===== config.mk =====
export PLATFORM = sky130hd
export DESIGN_NAME = hazard_unit_flat
export DESIGN_NICKNAME = d
export VERILOG_FILES = /design/src/rtl/hazard_unit_if.sv /design/src/rtl/hazard_unit.sv /design/src/flat_wrapper.sv
export SDC_FILE = /design/constraint.sdc
export NUM_CORES = 1
export LEC_CHECK = 0
export CORE_UTILIZATION = 50
export CTS_CLUSTER_DIAMETER = 150
export DETAILED_ROUTE_END_ITERATION = 16
export MAX_ROUTING_LAYER = met4
export PLACE_DENSITY_LB_ADDON = 0.08
export SLEW_MARGIN = 10
export SYNTH_ARGS = -nofsm -noshare
export SYNTH_HDL_FRONTEND = slang
export SYNTH_SLANG_ARGS = --single-unit

===== constraint.sdc =====
create_clock -name CLK -period 3.5 [get_ports CLK]
set_input_delay 0.875 -clock CLK [delete_from_list [all_inputs] [get_ports CLK]]
set_output_delay 0.875 -clock CLK [all_outputs]
set_load 0.05 [all_outputs]

===== src/rtl/hazard_unit_if.sv =====
// Hazard controller port bundle: hazard inputs from the pipeline
// stages, latch enable/flush controls and counter read-outs back to them.
interface hazard_unit_if #(
    parameter int CNT_W = 32
);
    logic [4:0]       IF_rs;
    logic [4:0]       IF_rt;
    logic             IF_uses_rt;
    logic [4:0]       EX_wsel;
    logic             EX_MemRead;
    logic             EX_redirect;
    logic             MEM_dREN;
    logic             MEM_dWEN;
    logic             dhit;
    logic             ihit;
    logic             WB_halt;
    logic             pc_en;
    logic             ifid_en;
    logic             ifid_flush;
    logic             idex_en;
    logic             idex_flush;
    logic             exmem_en;
    logic             exmem_flush;
    logic             memwb_en;
    logic             memwb_flush;
    logic             halt;
    logic             mem_timeout;
    logic [CNT_W-1:0] lu_stalls;
    logic [CNT_W-1:0] mem_stalls;
    logic [CNT_W-1:0] redirects;

    modport master (
        output IF_rs, IF_rt, IF_uses_rt, EX_wsel, EX_MemRead,
        output EX_redirect, MEM_dREN, MEM_dWEN, dhit, ihit, WB_halt,
        input  pc_en, ifid_en, ifid_flush, idex_en, idex_flush,
        input  exmem_en, exmem_flush, memwb_en, memwb_flush,
        input  halt, mem_timeout, lu_stalls, mem_stalls, redirects
    );

    modport slave (
        input  IF_rs, IF_rt, IF_uses_rt, EX_wsel, EX_MemRead,
        input  EX_redirect, MEM_dREN, MEM_dWEN, dhit, ihit, WB_halt,
        output pc_en, ifid_en, ifid_flush, idex_en, idex_flush,
        output exmem_en, exmem_flush, memwb_en, memwb_flush,
        output halt, mem_timeout, lu_stalls, mem_stalls, redirects
    );
endinterface


===== src/rtl/hazard_unit.sv =====
// Stall/flush controller for the 5-stage core: load-use, dmem wait,
// imem miss, EX redirect and halt, plus perf counters and dmem watchdog.
module hazard_unit #(
    parameter int CNT_W    = 32,
    parameter int MAX_WAIT = 255
) (
    input logic         CLK,
    input logic         RST,
    hazard_unit_if.slave hz
);
    localparam int WR = $clog2(MAX_WAIT + 1);
    localparam int WW = (WR < 8) ? 8 : WR;
    localparam logic [WW-1:0] WMAX = WW'(MAX_WAIT);

    typedef enum logic [1:0] {RUN, DWAIT, HALTED} state_t;

    state_t  state;
    state_t  state_nxt;
    logic    [WW-1:0] wait_cnt;
    logic    [WW-1:0] wait_nxt;
    logic    dstall;
    logic    lu;
    logic    active;
    logic    ms_inc;
    logic    rd_inc;
    logic    lu_inc;

    assign dstall = (hz.MEM_dREN | hz.MEM_dWEN) & ~hz.dhit;
    assign lu = hz.EX_MemRead & (hz.EX_wsel != 5'd0) &
                ((hz.EX_wsel == hz.IF_rs) |
                 (hz.IF_uses_rt & (hz.EX_wsel == hz.IF_rt)));
    assign active = ~RST & (state != HALTED);

    // Row selection mirrors the output priority so counters match it
    assign ms_inc = active & dstall;
    assign rd_inc = active & ~dstall & hz.EX_redirect;
    assign lu_inc = active & ~dstall & ~hz.EX_redirect & lu;

    always_comb begin
        state_nxt = state;
        unique case (state)
            RUN: begin
                if (hz.WB_halt)  state_nxt = HALTED;
                else if (dstall) state_nxt = DWAIT;
            end
            DWAIT: begin
                if (hz.WB_halt)  state_nxt = HALTED;
                else if (!dstall) state_nxt = RUN;
            end
            default: state_nxt = HALTED;
        endcase
    end

    always_comb begin
        hz.pc_en       = 1'b1;
        hz.ifid_en     = 1'b1;
        hz.ifid_flush  = 1'b0;
        hz.idex_en     = 1'b1;
        hz.idex_flush  = 1'b0;
        hz.exmem_en    = 1'b1;
        hz.exmem_flush = 1'b0;
        hz.memwb_en    = 1'b1;
        hz.memwb_flush = 1'b0;
        priority case (1'b1)
            !active: begin
                hz.pc_en    = 1'b0;
                hz.ifid_en  = 1'b0;
                hz.idex_en  = 1'b0;
                hz.exmem_en = 1'b0;
                hz.memwb_en = 1'b0;
            end
            dstall: begin
                hz.pc_en       = 1'b0;
                hz.ifid_en     = 1'b0;
                hz.idex_en     = 1'b0;
                hz.exmem_en    = 1'b0;
                hz.memwb_flush = 1'b1;
            end
            hz.EX_redirect: begin
                hz.ifid_flush = 1'b1;
                hz.idex_flush = 1'b1;
            end
            lu: begin
                hz.pc_en      = 1'b0;
                hz.ifid_en    = 1'b0;
                hz.idex_flush = 1'b1;
            end
            !hz.ihit: begin
                hz.pc_en      = 1'b0;
                hz.ifid_flush = 1'b1;
            end
            default: ;
        endcase
    end

    always_comb begin
        wait_nxt = '0;
        if (dstall)
            wait_nxt = (wait_cnt == WMAX) ? wait_cnt : wait_cnt + 1'b1;
    end

    always_ff @(posedge CLK) begin
        if (RST) begin
            state          <= RUN;
            hz.halt        <= 1'b0;
            hz.mem_timeout <= 1'b0;
            hz.lu_stalls   <= '0;
            hz.mem_stalls  <= '0;
            hz.redirects   <= '0;
            wait_cnt       <= '0;
        end else begin
            state    <= state_nxt;
            wait_cnt <= wait_nxt;
            if (state != HALTED && hz.WB_halt)
                hz.halt <= 1'b1;
            if (wait_nxt == WMAX)
                hz.mem_timeout <= 1'b1;
            if (lu_inc && hz.lu_stalls != '1)
                hz.lu_stalls <= hz.lu_stalls + 1'b1;
            if (ms_inc && hz.mem_stalls != '1)
                hz.mem_stalls <= hz.mem_stalls + 1'b1;
            if (rd_inc && hz.redirects != '1)
                hz.redirects <= hz.redirects + 1'b1;
        end
    end
endmodule


===== src/flat_wrapper.sv =====
// flat-port wrapper written by rule: the top's interface ports become plain ports
module hazard_unit_flat 
#(
    parameter int CNT_W    = 32,
    parameter int MAX_WAIT = 255
)
  (CLK, RST, hz_IF_rs, hz_IF_rt, hz_IF_uses_rt, hz_EX_wsel, hz_EX_MemRead, hz_EX_redirect, hz_MEM_dREN, hz_MEM_dWEN, hz_dhit, hz_ihit, hz_WB_halt, hz_pc_en, hz_ifid_en, hz_ifid_flush, hz_idex_en, hz_idex_flush, hz_exmem_en, hz_exmem_flush, hz_memwb_en, hz_memwb_flush, hz_halt, hz_mem_timeout, hz_lu_stalls, hz_mem_stalls, hz_redirects);
  hazard_unit_if #(.CNT_W(CNT_W)) hz_i ();
  input logic CLK;
  input logic RST;
  input wire logic [$bits(hz_i.IF_rs)-1:0] hz_IF_rs;
  input wire logic [$bits(hz_i.IF_rt)-1:0] hz_IF_rt;
  input wire logic [$bits(hz_i.IF_uses_rt)-1:0] hz_IF_uses_rt;
  input wire logic [$bits(hz_i.EX_wsel)-1:0] hz_EX_wsel;
  input wire logic [$bits(hz_i.EX_MemRead)-1:0] hz_EX_MemRead;
  input wire logic [$bits(hz_i.EX_redirect)-1:0] hz_EX_redirect;
  input wire logic [$bits(hz_i.MEM_dREN)-1:0] hz_MEM_dREN;
  input wire logic [$bits(hz_i.MEM_dWEN)-1:0] hz_MEM_dWEN;
  input wire logic [$bits(hz_i.dhit)-1:0] hz_dhit;
  input wire logic [$bits(hz_i.ihit)-1:0] hz_ihit;
  input wire logic [$bits(hz_i.WB_halt)-1:0] hz_WB_halt;
  output wire logic [$bits(hz_i.pc_en)-1:0] hz_pc_en;
  output wire logic [$bits(hz_i.ifid_en)-1:0] hz_ifid_en;
  output wire logic [$bits(hz_i.ifid_flush)-1:0] hz_ifid_flush;
  output wire logic [$bits(hz_i.idex_en)-1:0] hz_idex_en;
  output wire logic [$bits(hz_i.idex_flush)-1:0] hz_idex_flush;
  output wire logic [$bits(hz_i.exmem_en)-1:0] hz_exmem_en;
  output wire logic [$bits(hz_i.exmem_flush)-1:0] hz_exmem_flush;
  output wire logic [$bits(hz_i.memwb_en)-1:0] hz_memwb_en;
  output wire logic [$bits(hz_i.memwb_flush)-1:0] hz_memwb_flush;
  output wire logic [$bits(hz_i.halt)-1:0] hz_halt;
  output wire logic [$bits(hz_i.mem_timeout)-1:0] hz_mem_timeout;
  output wire logic [$bits(hz_i.lu_stalls)-1:0] hz_lu_stalls;
  output wire logic [$bits(hz_i.mem_stalls)-1:0] hz_mem_stalls;
  output wire logic [$bits(hz_i.redirects)-1:0] hz_redirects;
  assign hz_i.IF_rs = hz_IF_rs;
  assign hz_i.IF_rt = hz_IF_rt;
  assign hz_i.IF_uses_rt = hz_IF_uses_rt;
  assign hz_i.EX_wsel = hz_EX_wsel;
  assign hz_i.EX_MemRead = hz_EX_MemRead;
  assign hz_i.EX_redirect = hz_EX_redirect;
  assign hz_i.MEM_dREN = hz_MEM_dREN;
  assign hz_i.MEM_dWEN = hz_MEM_dWEN;
  assign hz_i.dhit = hz_dhit;
  assign hz_i.ihit = hz_ihit;
  assign hz_i.WB_halt = hz_WB_halt;
  assign hz_pc_en = hz_i.pc_en;
  assign hz_ifid_en = hz_i.ifid_en;
  assign hz_ifid_flush = hz_i.ifid_flush;
  assign hz_idex_en = hz_i.idex_en;
  assign hz_idex_flush = hz_i.idex_flush;
  assign hz_exmem_en = hz_i.exmem_en;
  assign hz_exmem_flush = hz_i.exmem_flush;
  assign hz_memwb_en = hz_i.memwb_en;
  assign hz_memwb_flush = hz_i.memwb_flush;
  assign hz_halt = hz_i.halt;
  assign hz_mem_timeout = hz_i.mem_timeout;
  assign hz_lu_stalls = hz_i.lu_stalls;
  assign hz_mem_stalls = hz_i.mem_stalls;
  assign hz_redirects = hz_i.redirects;
  hazard_unit #(.CNT_W(CNT_W), .MAX_WAIT(MAX_WAIT)) u_core (.CLK(CLK), .RST(RST), .hz(hz_i));
endmodule

==> results_dict.tcl, run 1 <==
set metrics [dict create \
    run_status "finished clean" \
    syn-mean-instance-area_um2 8.27 \
    post-synth-top-area-cell "sky130_fd_sc_hd__dfxtp_1" \
    worstSetupStartpointType "input pin" \
    grt_max_degree 61 \
    dpl.hpwl_mm 10.1 \
    drive_gt1_frac 0.0838 \
    finalCoreUtilization 0.667 \
    post_cts.repair.setup_buffers 0 \
    cp-startpoint "hz_EX_wsel[4]" \
    post_drt_via_cell_ratio 5.73 \
    globalRouteOverflowTotal 0 \
    smallest_hold_slack_ns 0.465 \
    hold_path_startpoint "u_core.hz.mem_timeout$_SDFFE_PP0N_" \
    synth_warnings 0 \
    report.final.setup_viol 0 \
    cts_num_sinks 108 \
    ctsLongestPathBuffers 2 \
    detail_routed_net_length_per_standard_cell_um 14.9 \
    global_route.usage.total 0.250 \
    n_antenna_cell 0 \
    die_width_um 107 \
    final_gp_congestion 0.859 \
    worstMarginPinSlew_ns 1.02 \
    crit_type "input pin to primary output" \
    report.final.slew_viol_count 0 \
    totalNegativeSetupSlack_ns 0 \
    vias_post_dr 5382 \
    crit_fanout 3 \
    fp.coreArea_mm2 0.0108 \
    worst_ir_drop_vdd_mv 0.296 \
    fmaxAchievable_ghz 0.294 \
    final.setup.worst_slack_ns 0.0960 \
    dr.pass1.iters 4 \
    grt_pass1_wl_mm 22.5 \
    yosys-top-cells-count "sky130_fd_sc_hd__dfxtp_1, sky130_fd_sc_hd__nor2_1, sky130_fd_sc_hd__nand4_1" \
    first_iter_violations 318 \
    port_buffers 130 \
    cp.required_ns 2.62 \
    synth_top_flop_cell "sky130_fd_sc_hd__dfxtp_1" \
    io-pin-count 132 \
    fp-row-count 38 \
    finalHoldViolCount 0 \
    postSynthNetCount 698 \
    number_of_buffers_inserted_during_clock_tree_synthesis 9 \
    die_area_mm2 0.0115 \
    reg2reg_from "u_core.hz.redirects[0]$_SDFFE_PP0P_" \
    seq_area_frac_synth 0.391 \
    area_growth_pct 30.0 \
    cts_tree "built" \
    pre_cts_ws_ns -0.272 \
    clkSlewWorstSetupHoldPaths_ns 0.09 \
    timing.critical_path.to_type "primary output" \
    grt_antenna_before_repair 0 \
    synth_top_cells_by_area "sky130_fd_sc_hd__dfxtp_1, sky130_fd_sc_hd__xor2_1, sky130_fd_sc_hd__nor2_1, sky130_fd_sc_hd__nand4_1, sky130_fd_sc_hd__xnor2_1" \
    ant_nets 0 \
    post-synth-top-count-cell "sky130_fd_sc_hd__dfxtp_1" \
    drc 0 \
    total_standard_cell_area_after_synthesis_mm2 0.00554 \
    synth_edf_count 0 \
    insertion_delay_to_the_later_sink_of_the_worst_skew_pair_ns 0.38 \
    first_global_vias 4876 \
    static-leakage-power_nw 2.38 \
    floorplan.initialDensity 0.513 \
    cts_htree_levels 3 \
    period_needed_ns 3.40 \
    unrepaired_setup_endpoints_after_global_routing "false" \
    nNetsFinal 825 \
    syn-instance-count 669 \
    synth_seq_cells 108 \
    maxCapViolations 0 \
    nFillCells 926 \
    hold_class "register to register" \
    wirelength_mm 14.0 \
    area_share_of_the_largest_cell_type_after_synthesis 0.391 \
    hold_buffers 0 \
    fin_total_pwr_mw 2.11 \
    yosys.cell_types.count 54 \
    timing.critical_path.arrival_ns 2.53 \
    final.period_utilization 0.973 \
    dieHeight_um 107 \
    slew_headroom 0.316 \
    async_reset_ff_frac 0 \
    finClkSkew_ns 0.00609 \
    root_buffer "sky130_fd_sc_hd__clkbuf_8" \
    power-per-cell-area_mw_per_mm2 293 \
]
worst max-delay path, cell delays in order:
cell and delay (ns):
sky130_fd_sc_hd__dlygate4sd2_1 0.29, sky130_fd_sc_hd__xor2_2 0.20, sky130_fd_sc_hd__nor4_2 0.22, sky130_fd_sc_hd__a32oi_1 0.17, sky130_fd_sc_hd__or2_4 0.28, sky130_fd_sc_hd__o21a_1 0.19, sky130_fd_sc_hd__a21boi_4 0.14, sky130_fd_sc_hd__buf_6 0.15
what timing repair did:
item / CTS / global route
resized for setup: 13 / 6
endpoints found under the setup margin: 4 / 4
pin swaps: 3 / 4
registers in the layout, indices dropped and copies added, names as in the netlist:
signal,count
u_core.hz.halt,1
u_core.hz.lu_stalls,32
u_core.hz.mem_stalls,32
u_core.hz.mem_timeout,1
u_core.hz.redirects,32
u_core.state,2
u_core.wait_cnt,8
worst paths after layout:
path                                          endpoint  slack [ns]  depth (start not counted)
setup / recovery                         hz_ifid_flush         0.1                          8
hold / removal      u_core.hz.mem_timeout$_SDFFE_PP0N_        0.47                          2
setup reg to reg  u_core.hz.redirects[23]$_SDFFE_PP0P_        1.01                          7
hold reg to reg     u_core.hz.mem_timeout$_SDFFE_PP0N_        0.47                          2
cells by family (layout without fill, tap and decap cells):
group / Yosys count / count (layout) / share of synthesized area
AND/OR/NAND/NOR: 343 / 343 / 0.332
buffers and inverters: 41 / 172 / 0.0341
multiplexers: 12 / 12 / 0.0251
XOR/XNOR: 64 / 64 / 0.101
AO/OA/AOI/OAI: 96 / 96 / 0.107
other: 1 / 1 / 0.000677
adder cells (fa/ha/maj): 4 / 4 / 0.00904
flip-flops: 108 / 108 / 0.391
stage by stage:
stage / instance area, µm² / instances
floorplan: 5550 / 669
global placement: 7010 / 925
detailed placement: 7010 / 925
CTS: 7180 / 940
global route: 7190 / 940
finish: 7190 / 940
metal layers:
layer,GRT usage,routed length [µm],up-vias
met4,0.0969,336,0
met2,0.407,6710,128
li1,-,-,2674
met3,0.0565,665,26
met5,-,0,-
met1,0.301,6320,2554
area by class of cell:
class,count,area [µm²],area share
Clock inverter,2,10.0,0.00139
Sequential cell,108,2160,0.301
Multi-Input combinational cell,520,3230,0.448
Tap cell,140,175,0.0243
Clock buffer,13,159,0.0221
Inverter,10,37.5,0.00522
Timing Repair Buffer,147,1430,0.198
power breakdown:
| part | leakage [nW] | switching [mW] | total, mW | internal (mW) |
|---|---|---|---|---|
| Sequential | 0.871 | 0.00624 | 1.24 | 1.23 |
| Combinational | 1.42 | 0.100 | 0.166 | 0.0653 |
| Clock | 0.0893 | 0.408 | 0.701 | 0.293 |
| Total | 2.38 | 0.515 | 2.11 | 1.59 |
layout by cell type (no fill, tap or decap), drive strengths merged, types with 3 or more instances in the layout:
master / n
buf: 26
nor2b: 9
clkdlybuf4s50: 112
and4: 6
nand4: 44
a211oi: 3
or2: 6
o21ai: 25
nand2: 33
ha: 4
or3: 23
nor3: 20
xnor2: 23
nor4b: 3
clkbuf: 14
nor3b: 5
and2: 8
nand3: 40
nand2b: 4
o21a: 4
dlygate4sd2: 6
nor4: 17
mux2i: 3
mux2: 9
dfxtp: 108
a21oi: 34
o211ai: 4
and3: 16
xor2: 41
nor2: 92
a31oi: 5
o31ai: 9
or4: 14
inv: 10
Note: power is estimated with default switching activity, not from simulation.
==> inputs of run 2 (changes only) <==
CORE_ASPECT_RATIO = 0.75   (was not set)
CORE_MARGIN = 2   (was not set)
PLACE_DENSITY_LB_ADDON = 0.3   (was 0.08)
==> results_dict.tcl, run 2 (same netlist as run 1, synthesis figures left out) <==
set metrics [dict create \
    grt_pass1_wl_mm 24.0 \
    most-common-layout-cells "sky130_fd_sc_hd__clkdlybuf4s50_1, sky130_fd_sc_hd__dfxtp_1, sky130_fd_sc_hd__nor2_1, sky130_fd_sc_hd__nand4_1, sky130_fd_sc_hd__xor2_1" \
    area_growth_pct 32.2 \
    crit_fanout 3 \
    static-leakage-power_nw 2.42 \
    crit_type "input pin to primary output" \
    finClkSkew_ns 0.0106 \
    largest_delay_share_family_worst_path "simple AND/OR/NAND/NOR gates" \
    port_buffers 130 \
    power-per-cell-area_mw_per_mm2 332 \
    ant_nets 0 \
    highest-signal-layer "met4" \
    reg.largest.list "u_core.hz.lu_stalls (32), u_core.hz.mem_stalls (32), u_core.hz.redirects (32)" \
    crit_buf_inv 2 \
    cts_tree "built" \
    insertion_delay_to_the_later_sink_of_the_worst_skew_pair_ns 0.35 \
    timing.critical_path.arrival_ns 2.63 \
    routed-wl-met2_mm 7.01 \
    cts_htree_levels 3 \
    finalCoreUtilization 0.674 \
    die_width_um 125 \
    routedLengthMet1_mm 6.82 \
    worst_path_max_delay_cell "sky130_fd_sc_hd__nor4_1" \
    crit_path_max_incr_delay_ns 0.33 \
    dr.pass1.iters 5 \
    die_area_mm2 0.0119 \
    global_route.usage.total 0.253 \
    worstMarginPinSlew_ns 0.993 \
    vias_post_dr 5471 \
    final.period_utilization 1.00 \
    worst_ir_drop_vdd_mv 0.210 \
    final_gp_congestion 0.885 \
    first_iter_violations 372 \
    reg2reg_setup_slack_ns 1.00 \
    drc 0 \
    final_cell_area_mm2 0.00732 \
    cp.required_ns 2.62 \
    run_status "complete, but fails checks" \
    violations "negative setup slack" \
    dieHeight_um 95.1 \
    maxCapViolations 0 \
    drive_gt1_frac 0.0789 \
    worstPathCellList "clkdlybuf4s15_1 > xor2_1 > nor4_1 > a32oi_1 > or2_4 > o21a_4 > a21boi_4 > buf_12" \
    ctsLongestPathBuffers 2 \
    post_drt_via_cell_ratio 5.83 \
    period_needed_ns 3.51 \
    first_global_vias 4967 \
    number_of_buffers_inserted_during_clock_tree_synthesis 9 \
    clkSlewWorstSetupHoldPaths_ns 0.07 \
    fp.coreArea_mm2 0.0109 \
    fp-row-count 33 \
    hold_class "register to register" \
    wirelength_mm 14.8 \
    slew_headroom 0.335 \
    grt_antenna_before_repair 0 \
    fin_total_pwr_mw 2.43 \
    final.setup.worst_slack_ns -0.00715 \
    report.final.setup_viol 1 \
    root_buffer "sky130_fd_sc_hd__clkbuf_16" \
    grt_max_degree 49 \
    timing.critical_path.to_type "primary output" \
    fmaxAchievable_ghz 0.285 \
    dpl.hpwl_mm 10.8 \
    globalRouteOverflowTotal 0 \
    nNetsFinal 822 \
    layout.cells.most_common "sky130_fd_sc_hd__clkdlybuf4s50_1" \
    route.met3.wl_um 693 \
    cts_num_sinks 108 \
    detail_routed_net_length_per_standard_cell_um 15.7 \
    io-pin-count 132 \
    n_antenna_cell 0 \
    floorplan.initialDensity 0.510 \
    post_detailed_placement_cell_area_mm2 0.00700 \
    report.final.slew_viol_count 0 \
    finalHoldViolCount 0 \
    worstSetupStartpointType "input pin" \
]
-- run 2: power by group --
part,internal (mW),switching [mW]
Clock,0.577,0.446
Combinational,0.0662,0.0996
Sequential,1.23,0.00636
-- run 2: metal layers --
metal | up-vias | track usage
met5 | - | -
met4 | 0 | 0.0843
met3 | 22 | 0.0471
met2 | 154 | 0.400
met1 | 2609 | 0.330
li1 | 2686 | -
-- run 2: per-stage QoR --
stage                     cells  setup TNS, ns  setup WS (ns)  hold slack [ns]
after floorplan             669              0         0.0313            0.436
after global placement      921         -0.474         -0.181            0.455
after detailed placement    921         -0.800         -0.262            0.469
after CTS                   937              0         0.0300            0.484
after global routing        938         -0.155        -0.0695            0.512
final                       938       -0.00715       -0.00715            0.481
-- run 2: worst paths after layout --
path / startpoint / to / depth (start not counted)
max: hz_EX_wsel[4] / hz_ifid_flush / 8
min: u_core.hz.halt$_SDFFE_PP0P_ / u_core.hz.halt$_SDFFE_PP0P_ / 2
max reg2reg: u_core.hz.redirects[0]$_SDFFE_PP0P_ / u_core.hz.redirects[21]$_SDFFE_PP0P_ / 7
min reg2reg: u_core.hz.halt$_SDFFE_PP0P_ / u_core.hz.halt$_SDFFE_PP0P_ / 2
-- run 2: worst register-to-register path, delay by kind of cell (launching register included) --
| family | cells | cell delay, ns |
|---|---|---|
| XOR/XNOR | 1 | 0.17 |
| adder cells (fa/ha/maj) | 1 | 0.20 |
| AO/OA/AOI/OAI | 1 | 0.48 |
| flip-flops | 1 | 0.44 |
| AND/OR/NAND/NOR | 4 | 1.09 |
-- run 2: repair_timing --
item,CTS,global route
gates resized for setup,14,5
endpoints found under the setup margin,4,2
buffers inserted,0,1
hold buffers,0,0
pin swaps,4,4
hold endpoints to repair,0,0
-- run 2: layout make-up --
| cell class | count | area [µm²] |
|---|---|---|
| Sequential cell | 108 | 2160 |
| Inverter | 10 | 37.5 |
| Multi-Input combinational cell | 520 | 3220 |
| Clock buffer | 13 | 250 |
| Tap cell | 140 | 175 |
| Fill cell | 867 | 3540 |
| Timing Repair Buffer | 144 | 1430 |
| Clock inverter | 3 | 46.3 |
